<file path="src/rtl/jk_ff_bank.sv">
// Multi-mode (JK/SR/D/T) flip-flop bank with parallel load, sticky illegal-SR flags, optional toggle counter.
// Latency: one clk edge from sampled inputs to every output; all outputs registered.
// Backpressure: none; the bank accepts a new operation on every edge.
//
// Ports:
//   clk, rst      rising-edge clock, synchronous active-high reset
//   en, mode      enable for mode-driven updates; mode 00 JK, 01 SR, 10 D, 11 T
//   j, k          per-bit J/S/D/T and K/R operands (k ignored in D and T)
//   load, d       parallel load (beats en), load data
//   err_clr       clears sr_err / err_bits (a fresh illegal SR on the same edge still sets them)
//   q, qbar       stored value and its registered complement
//   sr_err        sticky flag: some bit saw S=R=1
//   err_bits      sticky per-bit record of S=R=1
//   tog_cnt       saturating count of q bit flips
//
// Build option: define FF_BANK_TOGCNT_EN to implement tog_cnt; otherwise it is tied to zero.

module jk_ff_bank #(
    parameter int               WIDTH   = 8,
    parameter logic [WIDTH-1:0] RST_VAL = {WIDTH{1'b0}},
    parameter int               CNT_W   = 16
) (
    input  logic             clk,
    input  logic             rst,
    input  logic             en,
    input  logic [1:0]       mode,
    input  logic [WIDTH-1:0] j,
    input  logic [WIDTH-1:0] k,
    input  logic             load,
    input  logic [WIDTH-1:0] d,
    input  logic             err_clr,
    output logic [WIDTH-1:0] q,
    output logic [WIDTH-1:0] qbar,
    output logic             sr_err,
    output logic [WIDTH-1:0] err_bits,
    output logic [CNT_W-1:0] tog_cnt
);

    localparam logic [1:0] MODE_JK = 2'b00;
    localparam logic [1:0] MODE_SR = 2'b01;
    localparam logic [1:0] MODE_D  = 2'b10;
    localparam logic [1:0] MODE_T  = 2'b11;

    logic [WIDTH-1:0] q_nxt;
    logic [WIDTH-1:0] sr_bad;
    logic [WIDTH-1:0] err_bits_nxt;
    logic             sr_err_nxt;

    // Next-state of the storage bits. load overrides en; illegal SR is only
    // flagged when the SR update is actually being applied.
    always_comb begin
        q_nxt  = q;
        sr_bad = '0;
        if (load) begin
            q_nxt = d;
        end else if (en) begin
            case (mode)
                // Q+ = J&~Q | ~K&Q covers hold/clear/set/toggle
                MODE_JK: q_nxt = (j & ~q) | (~k & q);
                // S=R=1 keeps the old value (j^k == 0), same as S=R=0
                MODE_SR: begin
                    q_nxt  = (j & ~k) | (q & ~(j ^ k));
                    sr_bad = j & k;
                end
                MODE_D:  q_nxt = j;
                MODE_T:  q_nxt = q ^ j;
                default: q_nxt = q;
            endcase
        end
    end

    // err_clr wipes the history, but offenders from this very edge survive.
    always_comb begin
        if (err_clr) begin
            err_bits_nxt = sr_bad;
            sr_err_nxt   = |sr_bad;
        end else begin
            err_bits_nxt = err_bits | sr_bad;
            sr_err_nxt   = sr_err | (|sr_bad);
        end
    end

    always_ff @(posedge clk) begin
        if (rst) begin
            q        <= RST_VAL;
            qbar     <= ~RST_VAL;
            sr_err   <= 1'b0;
            err_bits <= '0;
        end else begin
            q        <= q_nxt;
            qbar     <= ~q_nxt;
            sr_err   <= sr_err_nxt;
            err_bits <= err_bits_nxt;
        end
    end

`ifdef FF_BANK_TOGCNT_EN
    // Sum is carried one bit wider than both operands so overflow past the
    // saturation point is visible before clamping.
    localparam int PCW  = $clog2(WIDTH + 1);
    localparam int SUMW = ((CNT_W > PCW) ? CNT_W : PCW) + 1;
    localparam logic [SUMW-1:0] CNT_MAX = {{(SUMW-CNT_W){1'b0}}, {CNT_W{1'b1}}};

    function automatic logic [PCW-1:0] popcount(input logic [WIDTH-1:0] v);
        logic [PCW-1:0] c;
        c = '0;
        for (int i = 0; i < WIDTH; i++) begin
            c = c + PCW'(v[i]);
        end
        return c;
    endfunction

    logic [PCW-1:0]   flips;
    logic [SUMW-1:0]  cnt_sum;
    logic [CNT_W-1:0] cnt_nxt;

    always_comb begin
        flips   = popcount(q_nxt ^ q);
        cnt_sum = {{(SUMW-CNT_W){1'b0}}, tog_cnt} + {{(SUMW-PCW){1'b0}}, flips};
        if (cnt_sum > CNT_MAX) begin
            cnt_nxt = {CNT_W{1'b1}};
        end else begin
            cnt_nxt = cnt_sum[CNT_W-1:0];
        end
    end

    always_ff @(posedge clk) begin
        if (rst) begin
            tog_cnt <= '0;
        end else begin
            tog_cnt <= cnt_nxt;
        end
    end
`else
    assign tog_cnt = '0;
`endif

endmodule

</file>
<file path="config.mk">
export PLATFORM = sky130hd
export DESIGN_NAME = jk_ff_bank
export DESIGN_NICKNAME = d
export VERILOG_FILES = /design/src/rtl/jk_ff_bank.sv
export SDC_FILE = /design/constraint.sdc
export NUM_CORES = 1
export LEC_CHECK = 0
export CORE_ASPECT_RATIO = 0.9
export CORE_MARGIN = 1.5
export CORE_UTILIZATION = 36
export CTS_CLUSTER_SIZE = 28
export DETAILED_ROUTE_END_ITERATION = 10
export PLACE_DENSITY = 0.71
export SLEW_MARGIN = 10
export SYNTH_ARGS = -nofsm -noshare
export SYNTH_HDL_FRONTEND = slang
export SYNTH_SLANG_ARGS = --single-unit
</file>
<file path="constraint.sdc">
create_clock -name clk -period 1.2 [get_ports clk]
set_input_delay 0.18 -clock clk [delete_from_list [all_inputs] [get_ports clk]]
set_output_delay 0.18 -clock clk [all_outputs]
set_load 0.01 [all_outputs]
</file>
==> results.json <==
{
  "status": "finished, violations left",
  "violations": "setup timing",
  "grt_use_total_pct": 18.06,
  "critPathLaunchType": "register",
  "setup_viol_count_final": 14,
  "syn_avg_cell_area_um2": 8.908,
  "numCtsBuffers": 3,
  "path_clk_slew_ns": 0.09,
  "grt.overflow.total": 0,
  "synthArstFlopShare_pct": 0,
  "clock-skew-final_ns": 0.003616,
  "syn_inst": 201,
  "initial_core_util_pct": 37.27,
  "nFillCells": 442,
  "via_count": 1806,
  "nNetsFinal": 347,
  "clockPowerShare_pct": 22.9,
  "slew_viol_final": 0,
  "p_sw_mw": 0.6999,
  "p_comb_share_pct": 36.4,
  "critPathKind": "reg -> reg",
  "dp_hpwl_mm": 3.553,
  "ir_worst_vdd_mv": 0.3865,
  "leakagePower_nw": 1.282,
  "multi_input_area_mm2": 0.001262,
  "period_share_pct": 104.8,
  "wirelength_mm": 5.029,
  "drt_iter0_drc": 56,
  "maxCapViolations": 0,
  "path_buf_inv": 1,
  "mappedNetlistArea_mm2": 0.001790,
  "coreArea_mm2": 0.004805,
  "drive_gt1_share_pct": 40.13,
  "most-common-layout-cells": "buf_4 (42), dlygate4sd2_1 (32), dfxtp_1 (17)",
  "grt_pass1_vias": 1788,
  "hold_buffers": 0,
  "port_buffers": 55,
  "pwr_density_cell_mw_per_mm2": 765.3,
  "die_w_um": 77.34,
  "dr.pass1.iters": 4,
  "boundaryPins": 72,
  "gp_congestion": 0.7943,
  "hp-class": "reg -> reg",
  "grt_antenna_before_repair": 0,
  "ys_seq_elements": 25,
  "cp_max_fo": 4,
  "synth_cell_types": 30,
  "timing.fmax_mhz": 794.8,
  "ys_seq_area_share_pct": 27.95,
  "via_per_inst": 4.962,
  "cts_tree": "done",
  "synthFlopType": "dfxtp_1",
  "syn2layout_area_growth_pct": 63.03,
  "synth_edf_count": 0,
  "clockBufferDepth": 2,
  "hold_viol_final": 0,
  "arrival_ns": 1.48,
  "insertion_delay_ns": 0.27,
  "die_area_mm2": 0.005406,
  "total_power_mw": 2.234,
  "switching_share_pct": 31.33,
  "p_int_mw": 1.534,
  "grt_pass1_wl_mm": 7.790,
  "cts-root-buf": "clkbuf_8",
  "rows": 24,
  "yosys_warnings": 0,
  "layout.area.seq_um2": 528.0,
  "hold_ws_ns": 0.4750,
  "period_needed_ns": 1.258,
  "grt_start_max_net_pins": 26,
  "worstPathRequired_ns": 1.42,
  "layout_commonest_cell": "buf_4",
  "wl_per_cell_um": 13.82,
  "rsz0062_at_grt": "yes",
  "cts.sinks": 25,
  "slowest_stage": "dfxtp_4",
  "seqPwrFrac_pct": 40.8,
  "htreeDepth": 1,
  "setup_ws_ns": -0.05813,
  "fin_setup_tns_ns": -0.4996,
  "cp_cell_sequence": "inv_4, maj3_2, a221oi_4, o32a_1",
  "critPathTopFamily": "compound AO/OA/AOI/OAI gates",
  "ant_nets": 0,
  "antenna_cells": 0,
  "cp-end-kind": "register",
  "critPathMaxStageDelay_ns": 0.38,
  "die_h_um": 69.91,
  "drc": 0
}
-- flip-flops by register name, indices dropped and copies added (netlist names) --
signal	flops
q	8
qbar	8
sr_err	1
err_bits	8
-- area by class of cell --
type                            instances  area share [%]
Multi-Input combinational cell        146           43.25
Tap cell                               65           2.786
Sequential cell                        25           18.09
Inverter                               17           2.615
Timing Repair Buffer                  107           31.72
Clock buffer                            4           1.543
-- cells in the mapped netlist, drive strengths merged, types with 5 or more instances --
cell type	number	area share (%)
a221oi	8	6.4
o32ai	7	3.4
buf	23	9.5
o31ai	8	5.3
a21oi	18	5.0
inv	17	3.8
dfxtp	25	28
o21ai	7	2.0
o32a	7	3.9
nand2	10	2.1
clkbuf	5	1.0
nand3b	7	2.9
nor2	16	3.4
nor2b	8	2.8
ha	16	11
maj3	7	4.4
-- logic make-up (layout without fill, tap and decap cells) --
family | Yosys count | after routing | share of synthesized area, %
fa+ha+maj | 23 | 23 | 15.58
simple gates | 50 | 50 | 14.82
buf+inv | 45 | 128 | 14.40
compound gates | 57 | 57 | 27.04
other cells | 1 | 16 | 0.2094
flops | 25 | 25 | 27.95
-- worst paths after layout --
path / from / end / slack (ns) / depth (start not counted)
max reg2reg: q[4]$_SDFF_PP0_ / qbar[4]$_SDFF_PP1_ / -0.06 / 4
min reg2reg: sr_err$_SDFF_PP0_ / sr_err$_SDFF_PP0_ / 0.48 / 2
max: q[4]$_SDFF_PP0_ / qbar[4]$_SDFF_PP1_ / -0.06 / 4
min: sr_err$_SDFF_PP0_ / sr_err$_SDFF_PP0_ / 0.48 / 2
-- tightest hold or removal path, delay by kind of cell (launching register included) --
family,cells,cell delay [ns]
compound gates,1,0.06
simple gates,1,0.06
flops,1,0.32
-- metal layers --
metal | global-route usage (%) | part of all wire (%) | vias up
li1 | - | - | 892
met1 | 21.92 | 44 | 862
met2 | 31.19 | 51 | 46
met3 | 2.876 | 3.7 | 6
met4 | 8.283 | 1.3 | 0
met5 | 0 | 0 | -
-- power groups by stage --
| stage | Clock, mW | Combinational [mW] | Sequential (mW) |
|---|---|---|---|
| 5_1_grt | 0.550 | 0.878 | 0.917 |
| 3_3_place_gp | 0 | 0.710 | 0.925 |
| 4_1_cts | 0.516 | 0.728 | 0.911 |
| 6_report | 0.510 | 0.812 | 0.911 |
| 2_1_floorplan | 0 | 0.361 | 0.949 |
| 3_5_place_dp | 0 | 0.724 | 0.927 |
-- timing repair --
item | 4_1_cts | 5_1_grt
gates resized for setup | 82 | 27
pin swaps | 36 | 13
gates cloned | 0 | 2
setup buffers | 2 | 7
setup endpoints to repair | 50 | 29
-- metrics by stage --
step | area [um^2] | utilization, % | std cells | setup slack, ns
final | 2919 | 60.76 | 364 | -0.05813
after global routing | 2919 | 60.76 | 364 | -0.1268
after CTS | 2754 | 57.32 | 355 | -0.08389
after detailed placement | 2655 | 55.26 | 349 | -0.6212
after global placement | 2655 | 55.26 | 349 | -0.6143
after floorplan | 1909 | - | 216 | -0.02629
No activity file was read; power rests on OpenSTA's default activity.
